`src/rtl/ccff_loader_pkg.sv`:
```
// Shared types and helpers for the configuration-chain loader.
//   state_t   : loader FSM states
//   words_for : number of input words needed to cover a chain of len bits
package ccff_loader_pkg;

  typedef enum logic [1:0] {
    ST_IDLE,
    ST_SHIFT,
    ST_DONE
  } state_t;

  function automatic int unsigned words_for(input int unsigned len, input int unsigned w);
    return (len + w - 1) / w;
  endfunction

endpackage

```
`src/rtl/ccff_word_serializer.sv`:
```
// Word buffer for the configuration chain loader. Accepts bitstream words on
// a valid/ready handshake and presents them one bit at a time, LSB first.
// The final word of a pass is truncated so exactly CHAIN_LEN bits are issued.
//   prog_clk, reset   : clock, synchronous active-high reset
//   enable            : loader is in its shift state (words may be taken)
//   clear             : new pass starting, restart the word count
//   s_data/s_valid    : input word stream
//   s_ready           : word accepted on s_valid && s_ready
//   consume           : current bit is being shifted this cycle
//   bit_data          : current bit
//   bit_valid         : buffer holds a bit
//   last_bit_of_word  : current bit is the last one needed from this word
module ccff_word_serializer
  import ccff_loader_pkg::*;
#(
  parameter int CHAIN_LEN = 18,
  parameter int WORD_W    = 8
) (
  input  logic              prog_clk,
  input  logic              reset,
  input  logic              enable,
  input  logic              clear,
  input  logic [WORD_W-1:0] s_data,
  input  logic              s_valid,
  output logic              s_ready,
  input  logic              consume,
  output logic              bit_data,
  output logic              bit_valid,
  output logic              last_bit_of_word
);

  localparam int NUM_WORDS = words_for(CHAIN_LEN, WORD_W);
  localparam int REM       = CHAIN_LEN % WORD_W;
  localparam int LAST_IDX  = (REM == 0) ? WORD_W - 1 : REM - 1;
  localparam int IW        = (WORD_W > 1) ? $clog2(WORD_W) : 1;
  localparam int WCW       = $clog2(NUM_WORDS + 1);

  logic [WORD_W-1:0] buf_q;
  logic [IW-1:0]     idx_q;
  logic              full_q;
  logic [WCW-1:0]    wc_q;
  logic              final_word;
  logic              load;

  // Once every word of the pass has been taken, the buffer holds the final
  // (possibly truncated) word and no further words are accepted.
  assign final_word       = (wc_q == WCW'(NUM_WORDS));
  assign bit_valid        = full_q;
  assign bit_data         = buf_q[0];
  assign last_bit_of_word = full_q &&
                            (idx_q == (final_word ? IW'(LAST_IDX) : IW'(WORD_W - 1)));

  // Ready while empty, or while the last bit of a word leaves, so that words
  // can follow each other with no bubble.
  assign s_ready = enable && (full_q ? (last_bit_of_word && consume && !final_word)
                                     : !final_word);
  assign load    = s_valid && s_ready;

  always_ff @(posedge prog_clk) begin
    if (reset) begin
      buf_q  <= '0;
      idx_q  <= '0;
      full_q <= 1'b0;
      wc_q   <= '0;
    end else if (clear) begin
      idx_q  <= '0;
      full_q <= 1'b0;
      wc_q   <= '0;
    end else if (load) begin
      buf_q  <= s_data;
      idx_q  <= '0;
      full_q <= 1'b1;
      wc_q   <= wc_q + WCW'(1);
    end else if (consume && full_q) begin
      if (last_bit_of_word) begin
        full_q <= 1'b0;
      end else begin
        buf_q <= buf_q >> 1;
        idx_q <= idx_q + IW'(1);
      end
    end
  end

endmodule

```
`src/rtl/ccff_chain_loader.sv`:
```
// Configuration-chain driver. Serialises a word stream onto ccff_head with a
// matching shift enable for the chain's clock gate. A verify pass re-shifts
// the bitstream and compares the bits returning on ccff_tail.
//   prog_clk, reset  : clock, synchronous active-high reset
//   start, verify    : begin a pass (verify=1 compares while reloading)
//   s_data/s_valid/s_ready : bitstream word stream, LSB first
//   ccff_head/ccff_tail    : chain serial in / out
//   chain_shift_en   : chain advances at the edge ending a cycle with this high
//   busy, done       : pass in progress / one-cycle end-of-pass pulse
//   error            : sticky verify mismatch flag, cleared by start
//   mismatch_cnt     : mismatches seen in the last verify pass
module ccff_chain_loader
  import ccff_loader_pkg::*;
#(
  parameter int CHAIN_LEN = 18,
  parameter int WORD_W    = 8
) (
  input  logic                           prog_clk,
  input  logic                           reset,
  input  logic                           start,
  input  logic                           verify,
  input  logic [WORD_W-1:0]              s_data,
  input  logic                           s_valid,
  output logic                           s_ready,
  output logic                           ccff_head,
  input  logic                           ccff_tail,
  output logic                           chain_shift_en,
  output logic                           busy,
  output logic                           done,
  output logic                           error,
  output logic [$clog2(CHAIN_LEN+1)-1:0] mismatch_cnt
);

  localparam int CW = $clog2(CHAIN_LEN + 1);

  state_t        state_q;
  logic          verify_q;
  logic [CW-1:0] bit_cnt_q;
  logic          last_shift_q;
  logic          ser_bit;
  logic          ser_valid;
  logic          ser_last;
  logic          consume;
  logic          final_issue;

  assign consume     = (state_q == ST_SHIFT) && ser_valid;
  assign final_issue = consume && ser_last && (bit_cnt_q == CW'(CHAIN_LEN - 1));

  ccff_word_serializer #(
    .CHAIN_LEN (CHAIN_LEN),
    .WORD_W    (WORD_W)
  ) u_ser (
    .prog_clk         (prog_clk),
    .reset            (reset),
    .enable           (state_q == ST_SHIFT),
    .clear            ((state_q == ST_IDLE) && start),
    .s_data           (s_data),
    .s_valid          (s_valid),
    .s_ready          (s_ready),
    .consume          (consume),
    .bit_data         (ser_bit),
    .bit_valid        (ser_valid),
    .last_bit_of_word (ser_last)
  );

  // ccff_head/chain_shift_en are the registered image of the serializer bit,
  // so the physical shift happens the cycle after a bit is consumed. The pass
  // ends once that final registered shift has been driven.
  always_ff @(posedge prog_clk) begin
    if (reset) begin
      state_q        <= ST_IDLE;
      verify_q       <= 1'b0;
      bit_cnt_q      <= '0;
      last_shift_q   <= 1'b0;
      ccff_head      <= 1'b0;
      chain_shift_en <= 1'b0;
      busy           <= 1'b0;
      done           <= 1'b0;
      error          <= 1'b0;
      mismatch_cnt   <= '0;
    end else begin
      done <= 1'b0;
      case (state_q)
        ST_IDLE: begin
          if (start) begin
            state_q      <= ST_SHIFT;
            verify_q     <= verify;
            bit_cnt_q    <= '0;
            last_shift_q <= 1'b0;
            mismatch_cnt <= '0;
            error        <= 1'b0;
            busy         <= 1'b1;
          end
        end
        ST_SHIFT: begin
          chain_shift_en <= consume;
          last_shift_q   <= final_issue;
          if (consume) begin
            ccff_head <= ser_bit;
            bit_cnt_q <= bit_cnt_q + CW'(1);
          end
          // Tail is sampled before the shift edge: it carries the bit that
          // was loaded at the same position on the previous pass.
          if (chain_shift_en && verify_q && (ccff_tail != ccff_head)) begin
            error        <= 1'b1;
            mismatch_cnt <= mismatch_cnt + CW'(1);
          end
          if (last_shift_q) begin
            state_q <= ST_DONE;
            done    <= 1'b1;
          end
        end
        ST_DONE: begin
          state_q <= ST_IDLE;
          busy    <= 1'b0;
        end
        default: state_q <= ST_IDLE;
      endcase
    end
  end

endmodule

```
`config.mk`:
```
export PLATFORM = sky130hd
export DESIGN_NAME = ccff_chain_loader
export DESIGN_NICKNAME = d
export VERILOG_FILES = /design/src/rtl/ccff_loader_pkg.sv /design/src/rtl/ccff_word_serializer.sv /design/src/rtl/ccff_chain_loader.sv
export SDC_FILE = /design/constraint.sdc
export NUM_CORES = 1
export LEC_CHECK = 0
export ABC_CLOCK_PERIOD_IN_PS = 3100
export BUFFER_PORTS_ARGS = -buffer_cell sky130_fd_sc_hd__buf_2
export CAP_MARGIN = 25
export CORE_ASPECT_RATIO = 0.8
export CORE_MARGIN = 3
export CORE_UTILIZATION = 40
export DETAILED_ROUTE_END_ITERATION = 10
export HOLD_SLACK_MARGIN = 0.06
export MAX_ROUTING_LAYER = met4
export PLACE_DENSITY = 0.65
export SETUP_SLACK_MARGIN = 0.02
export SYNTH_ARGS = -nofsm -noshare
export SYNTH_HDL_FRONTEND = slang
export SYNTH_SLANG_ARGS = --single-unit
```
`constraint.sdc`:
```
create_clock -name prog_clk -period 3.1 [get_ports prog_clk]
set_input_delay 0.31 -clock prog_clk [delete_from_list [all_inputs] [get_ports prog_clk]]
set_output_delay 0.31 -clock prog_clk [all_outputs]
set_load 0.1 [all_outputs]
```
## Word-level counts from Yosys, hierarchy flattened

Cells that the tools add are included.

| storage, ports and cells | value |
|---|---|
| bits in writable memories | 0 |
| bits in read-only memories | 0 |
| bits in latches | 0 |
| register bits | 33 |
| input port bits | 14 |
| output and inout bits | 11 |
| memories | 0 |

| operators by class | value |
|---|---|
| bitwise logic cells | 3 |
| multiplexer cells | 23 |
| eq/ne operators | 11 |
| divide/modulo/power cells | 0 |
| reduce and logical (&&, ||, !) cells | 30 |
| shift operators | 0 |
| multipliers | 0 |
| add/subtract/negate cells | 4 |
| order comparisons | 0 |

Operators by type and width:

| operator | count |
|---|---|
| $mux 8 | 3 |
| $pmux 5 s2 | 2 |
| $mux 5 | 3 |
| $reduce_and 2->1 | 7 |
| $logic_and 1x1->1 | 11 |
| $add 5x1->5 const B | 2 |
| $ne 2x2->1 const B | 5 |
| $reduce_and 3->1 | 3 |
| $mux 1 | 8 |
| $reduce_bool 2->1 | 4 |
| $pmux 1 s2 | 3 |
| $eq 5x5->1 const B | 1 |
| $eq 2x2->1 const B | 2 |
| $mux 2 | 2 |
| $pmux 2 s2 | 1 |
| $reduce_or 2->1 | 2 |
| $add 3x1->3 const B | 1 |
| $eq 3x3->1 | 1 |
| $mux 3 | 1 |
| $not 1->1 | 3 |
| $reduce_or 3->1 | 1 |
| $add 2x1->2 const B | 1 |
| $eq 2x1->1 const B | 1 |
| $logic_not 2->1 | 1 |
| other kinds (2) | 2 |

## Longest topological paths before layout

Gate-level depths: netlist (run 1).

| logic depth | value |
|---|---|
| depth after elaboration | 11 |
| depth in mapped cells | 6 |
| gate-level depth less buffers | 5 |

## Cells and area by module

A second synthesis (run 1) with hierarchy kept.

| second synthesis, totals | value |
|---|---|
| cell total of the unflattened synthesis | 191 |
| area, all modules | 1,751.7 µm² |

Modules (own cells, without submodules):

| module | area an instance (µm²) | times used | cells each |
|---|---|---|---|
| ccff_chain_loader | 937.1 | 1 | 103 |
| ccff_word_serializer | 814.5 | 1 | 88 |

## Least setup slack after synthesis (run 1)

Ideal clock, no wire load.

| timing path | value |
|---|---|
| path type | flip-flop to output port |
| from | reg state_q[1] |
| to | out s_ready |
| path buffers | 2 |
| data arrival time | 3,102 ps |
| slack | -312 ps |
| cell stages (with the launch flop) | 5 |
| data required time | 2,790 ps |
| path through | dfxtp_1 nand2b_1 buf_2 buf_1 a211oi_1 |

| between the ends | value |
|---|---|
| longest elaborated chain between the ends | 6 |

Ends and longest elaborated chain:

| what | line | RTL |
|---|---|---|
| start: declaration | ccff_chain_loader.sv:36 | `state_t state_q;` |
| start signal: assignment | ccff_chain_loader.sv:71 | `state_q <= ST_IDLE;` |
| start signal: assignment | ccff_chain_loader.sv:86 | `state_q <= ST_SHIFT;` |
| start signal: assignment | ccff_chain_loader.sv:109 | `state_q <= ST_DONE;` |
| $eq 2x1->1 (*) | ccff_chain_loader.sv:46, ccff_chain_loader.sv:55 |  |
| $logic_and 1x1->1 | ccff_chain_loader.sv:46 | `assign consume = (state_q == ST_SHIFT) && ser_valid;` |
| $logic_and 1x1->1 (2 in a row) | ccff_word_serializer.sv:55 | `assign s_ready = enable && (full_q ? (last_bit_of_word && consume && !final_word)` |
| $mux 1 | ccff_word_serializer.sv:55 |  |
| $logic_and 1x1->1 (*) | ccff_word_serializer.sv:55 |  |
| end: declaration | ccff_chain_loader.sv:24 | `output logic s_ready,` |

Every way passes the cells marked *; elsewhere a longest branch is shown, timed or not.

## Worst setup path after layout (run 1)

| timing path | value |
|---|---|
| from | reg state_q[0] |
| to | out s_ready |

Same word-level chain as after synthesis.

==> results of run 1 <==
flip-flops by register name (all words and copies together), names as in the netlist, 2 cells and up:
name and flops:
u_ser.wc_q 2, u_ser.idx_q 3, mismatch_cnt 5, u_ser.buf_q 8, bit_cnt_q 5, state_q 2
cells in the final DEF (no fill, tap or decap), types with 2 or more instances in the layout:
cell       instances
xnor2_1            2
xor2_1             3
a21oi_1           16
nor2_1            25
clkinv_2           2
nor3b_1            2
o21ai_0            5
inv_1              2
nand4_1            2
nand4bb_1          2
buf_2             24
a2111oi_1          2
dfxtp_1           33
nand2_1            7
ha_1               5
a2111oi_2          5
a211oi_1           3
nand2b_1           3
or3b_1             2
or3_1              3
clkbuf_8           5
and4_1             2
nand3_1           12
nor3_1            14
worst paths after layout:
path,endpoint,cells past startpoint,start,slack [ns]
worst max register to register,u_ser.buf_q[5],4,u_ser.wc_q[0],1.10
worst min register to register,error,2,error,0.46
worst min-delay path,verify_q,3,verify,0.28
worst max-delay path,s_ready,3,state_q[0],0.81
layer usage:
layer / up-vias / GRT usage
met2: 23 / 0.239
met1: 665 / 0.217
met4: 0 / 0.0543
met5: - / -
met3: 2 / 0.0477
li1: 689 / -
Yosys cell counts, types with 2 or more instances:
cell / number
or3_1: 3
inv_1: 2
clkbuf_1: 2
dfxtp_1: 33
a2111oi_2: 5
xor2_1: 3
nand3_1: 12
nor3b_1: 2
nor2_1: 25
ha_1: 5
nor3_1: 14
xnor2_1: 2
nand2b_1: 3
nand2_1: 7
nand4bb_1: 2
o21ai_0: 5
a21oi_1: 16
and4_1: 2
a2111oi_1: 2
nand4_1: 2
buf_2: 4
or3b_1: 2
a211oi_1: 4
worst min-delay path, cell delays in order:
cell and delay [ns]:
buf_2 0.10, nand2_1 0.05, a21oi_1 0.05
power by group through the flow:
stage          combinational, mW  clock (mW)  sequential [mW]
3_5_place_dp              0.0956           0            0.456
2_1_floorplan             0.0659           0            0.463
6_report                  0.0955       0.320            0.446
4_1_cts                   0.0959       0.328            0.446
5_1_grt                    0.106       0.354            0.448
3_3_place_gp              0.0939           0            0.455
cell type report:
type                       count  area share
multi-input combinational    132       0.484
clock buffer                   5      0.0378
clock inverter                 3     0.00962
inverter                       2     0.00412
sequential                    33       0.363
timing repair buffer          24      0.0660
tap                           52      0.0357
cell families after synthesis:
| logic type | share of synthesized area |
|---|---|
| adder cells (fa/ha/maj) | 0.0395 |
| AND/OR/NAND/NOR | 0.310 |
| buffers and inverters | 0.0293 |
| multiplexers | 0.0134 |
| AO/OA/AOI/OAI | 0.163 |
| flip-flops | 0.417 |
| XOR/XNOR | 0.0277 |
==> metrics.cfg, run 1 <==
[drt]
vias=1379
dr_wl_met2_mm=1.54
drcViolationCount=0
top_layer=met4
wl_met1_mm=1.72
wl_met3_um=155
viasPerCell=5.49
wl_mm=3.43
wl_per_cell_um=13.7
ant_nets=0
first_iter_violations=95
drt_first_pass_iters=4

[global_route]
gr-total-overflow=0
antenna_found_initial=0
grt_pass1_wl_mm=6.17
track_usage=0.164
grt_max_degree=26
grt_pass1_vias=1304

[critical_path]
cp_num_buf_inv=1
slowest_delay_ns=0.49
start_kind=register
critPathTopFamily=flip-flops
cp-end-kind=output pin
crit_fanout=16
cp_data_arrival_time_ns=1.98
criticalPathCategory=register to output pin
slowest_stage=dfxtp_1
crit_required_ns=2.79
path_cells=nand2b_1 > a211oi_2 > buf_2

[pwr]
total_power_uw=862
p_seq_frac=0.518
p_int_uw=622
ir_worst_vdd_uv=251
power_frac_clock=0.371
p_leak_nw=0.663
pwr-share-comb=0.111
netSwitchingPower_uw=239
p_per_area_nw_per_um2=473
swShare=0.278

[placement]
dp_cells=243
portBuffers=24
globalplace.congestion=0.766
place_area_um2=1730
place_ws_ns=1.11
dp_hpwl_mm=2.37

[sta]
setup_viol=0
fin_skew_ns=0.00823
fmax_mhz=437
final.setup.worst_slack_ns=0.813
maxSlewViolCount=0
rsz0062_at_grt=no
slew_headroom=0.559
hold-worst-slack_ns=0.278
period_share=0.738
period_needed_ns=2.29
hold_viol_final=0
setup_tns_ns=0
worst_pin_slew_ns=0.661

[synth]
yosysTopAreaCell=dfxtp_1
synthFlopType=dfxtp_1
synthTopCellsByArea=dfxtp_1 42%, nor2_1 5.9%, a21oi_1 5.1%, a2111oi_2 4.7%, nor3_1 4.4%
ys_warn_count=0
syn-num-nets=194
synth_cells=175
yosysSeqAreaShare=0.417
async_reset_ff_frac=0
yosysTopAreaCellShare=0.417
synth_seq_cells=33
syn_area_per_cell_um2=9.04
synth_cell_types=41
netlist_area_um2=1580
synth_edf_count=0

[floorplanning]
fp.dieArea_um2=4750
ios=25
start_util=0.438
dieHeight_um=62.3
core_area_um2=3610
rows=19
die_w_um=76.3

[cts]
numCtsBuffers=5
htree_num_levels=2
cts_tree=yes
postCtsResizedCells=0
root_buffer=clkbuf_8
clk_pin_slew_ns=0.07
numClockSinks=33
ctsHoldBuffers=0
clk_path_buf_depth=2
clk_latency_ns=0.29
post_cts_buffers=0

[job]
max-cap-violations=0

[layout]
nFillCells=366
final_area_um2=1820
antenna-diode-count=0
multiInputGateArea_um2=881
regArea_um2=661
area_growth_pct=15.0
fin_cells=251
finish.utilization=0.504
fin_nets=217
drive_gt1_frac=0.221

[outcome]
status=complete, no violations

[worst_hold_path]
hp-class=input pin to register

Note: power is estimated with default switching activity, not from simulation.
==> run 2: changes to the inputs <==
--- a/config.mk
+++ b/config.mk
@@ -5,7 +5,8 @@
 export SDC_FILE = /design/constraint.sdc
 export NUM_CORES = 1
 export LEC_CHECK = 0
-export ABC_CLOCK_PERIOD_IN_PS = 3100
+export ABC_AREA = 1
+export ABC_CLOCK_PERIOD_IN_PS = 2000
 export BUFFER_PORTS_ARGS = -buffer_cell sky130_fd_sc_hd__buf_2
 export CAP_MARGIN = 25
 export CORE_ASPECT_RATIO = 0.8
@@ -14,7 +15,7 @@
 export DETAILED_ROUTE_END_ITERATION = 10
 export HOLD_SLACK_MARGIN = 0.06
 export MAX_ROUTING_LAYER = met4
-export PLACE_DENSITY = 0.65
+export PLACE_DENSITY = 0.67
 export SETUP_SLACK_MARGIN = 0.02
 export SYNTH_ARGS = -nofsm -noshare
 export SYNTH_HDL_FRONTEND = slang
==> constraint.sdc (replaced) <==
create_clock -name prog_clk -period 2 [get_ports prog_clk]
set_input_delay 0.2 -clock prog_clk [delete_from_list [all_inputs] [get_ports prog_clk]]
set_output_delay 0.2 -clock prog_clk [all_outputs]
set_load 0.1 [all_outputs]
==> metrics.cfg, run 2 <==
[synth]
synth_top_family_by_area=simple AND/OR/NAND/NOR gates
synth_cells=215
synth_mux_area_frac=0
synth_edf_count=0
async_reset_ff_frac=0
syn-num-nets=234
yosys.area_share.adder=0.0395
synth_seq_cells=33
synth_compound_area_frac=0.0830
synth_common_cells=54 x nand2_1, 33 x dfxtp_1, 28 x nor2_1
synthFlopType=dfxtp_1
synthTopCellsByArea=dfxtp_1 42%, nand2_1 13%, nor2_1 6.6%, a21oi_1 5.4%, ha_1 4.0%
yosysTopAreaCellShare=0.417
syn_area_per_cell_um2=7.36
yosysTopAreaCell=dfxtp_1
synth_cell_types=30
yosysSeqAreaShare=0.417
netlist_area_um2=1580
synthSimpleGateAreaFrac=0.368
yosysMostFrequentCell=nand2_1
ys_warn_count=0
synth_xor_area_frac=0.0221

[worst_hold_path]
hold_end=verify_q
hp-class=input pin to register
hold_depth=3
hold_start=verify

[drt]
ant_nets=0
viasPerCell=4.76
vias=1414
drt_first_pass_iters=4
first_iter_violations=85
dr_wl_met2_mm=1.51
wl_per_cell_um=11.2
wl_met3_um=80
top_layer=met4
wl_mm=3.34
drcViolationCount=0
wl_met1_mm=1.67

[floorplanning]
ios=25
rows=19
start_util=0.438
core_area_um2=3610
die_w_um=76.3
dieHeight_um=62.3
fp.dieArea_um2=4750

[placement]
globalplace.congestion=0.809
dp_hpwl_mm=2.48
place_area_um2=1770
portBuffers=24

[global_route]
grt_max_degree=17
gr-total-overflow=0
antenna_found_initial=0
grt_pass1_wl_mm=5.87
grt_pass1_vias=1319
track_usage=0.159

[layout]
final_area_um2=1890
top_register=u_ser.buf_q
drive_gt1_frac=0.204
fin_nets=264
final_common_cell=nand2_1
antenna-diode-count=0
area_growth_pct=19.3
mostFrequentLayoutCells=54 x nand2_1, 33 x dfxtp_1, 28 x nor2_1
finish.utilization=0.523
nFillCells=370
largest_reg_flops=8
top_regs=u_ser.buf_q (8), bit_cnt_q (5), mismatch_cnt (5)

[critical_path]
rrSetupSlack_ns=0.24
criticalPathCategory=register to output pin
slowest_stage=dfxtp_1
crit_required_ns=1.80
cp-end-kind=output pin
r2r-end=u_ser.buf_q[0]
worstRegToRegCells=11
crit_fanout=9
cp_data_arrival_time_ns=1.67
slowest_delay_ns=0.33
r2r-start=u_ser.wc_q[0]
critPathTopFamily=simple AND/OR/NAND/NOR gates
path_cells=nor2_2 > inv_2 > nor2_4 > a21boi_4 > buf_12
start_kind=register
cp_num_buf_inv=2

[job]
max-cap-violations=0

[cts]
clk_latency_ns=0.29
cts_tree=yes
clk_pin_slew_ns=0.06
numClockSinks=33
root_buffer=clkbuf_8
numCtsBuffers=5
clk_path_buf_depth=2
htree_num_levels=2

[sta]
setup_viol=0
maxSlewViolCount=0
slew_headroom=0.677
period_share=0.937
fin_skew_ns=0.00479
hold-worst-slack_ns=0.156
setup_tns_ns=0
rsz0062_at_grt=no
worst_pin_slew_ns=0.488
period_needed_ns=1.87
fmax_mhz=534
hold_viol_final=0

[pwr]
ir_worst_vdd_uv=386
p_leak_nw=0.847
total_power_mw=1.38
p_per_area_nw_per_um2=732

[outcome]
status=complete, no violations

run 2: how the worst max path moves through the flow:
stage                             start               to  slack [ns]  depth (start not counted)
final                        state_q[1]          s_ready        0.13                          5
after global routing         state_q[0]          s_ready        0.04                          6
after CTS                 u_ser.wc_q[0]          s_ready        0.09                          5
after detailed placement  u_ser.wc_q[0]   u_ser.buf_q[6]        0.03                          9
after global placement    u_ser.wc_q[0]   u_ser.buf_q[6]        0.09                          9
after floorplan               ccff_head  mismatch_cnt[3]        0.09                          6
run 2: final cells by class:
cell class              instances  area, µm²  share of cell area
repair buffers                 29        173              0.0915
multi-input cells             157        832               0.441
inverters                      19       71.3              0.0378
flip-flops and latches         33        661               0.350
clock buffers                   7       86.3              0.0457
well taps                      52       65.1              0.0345
run 2: kinds of logic (layout without fill, tap and decap cells):
group,after synthesis,in the layout
buffers and inverters,25,55
AND/OR/NAND/NOR,123,123
XOR/XNOR,4,4
adder cells (fa/ha/maj),5,5
flip-flops,33,33
AO/OA/AOI/OAI,25,25
run 2: repair_timing:
action / in CTS / in global routing
hold buffers: 0 / 0
buffers inserted: 0 / 3
resized for setup: 1 / 2
pin swaps: 0 / 2
endpoints found under the setup margin: 2 / 3
run 2: metrics by stage:
step	worst slack, ns	instances
2_1_floorplan	0.0890	215
3_3_place_gp	0.0879	287
3_5_place_dp	0.0310	287
4_1_cts	0.0884	294
5_1_grt	0.0362	297
6_report	0.127	297
run 2: metal layers:
layer  global-route usage  vias to the layer above
met4               0.0882                        0
li1                     -                      757
met2                0.239                       14
met3               0.0390                        8
met1                0.195                      635
met5                    -                        -
run 2: power by group:
group,switching [mW],internal (mW)
registers,0.00972,0.677
clock network,0.237,0.273
logic,0.122,0.0635
total,0.368,1.01
run 2: worst register-to-register path, stage by stage (launching register included):
cell and delay, ns:
dfxtp_1 0.35, ha_2 0.24, nand2_1 0.07, nand2_1 0.09
nand4_2 0.17, nand2_4 0.17, nand3_4 0.16, buf_4 0.19
nand2_1 0.05, nand2_1 0.04, nor2_1 0.08, nor2_1 0.04
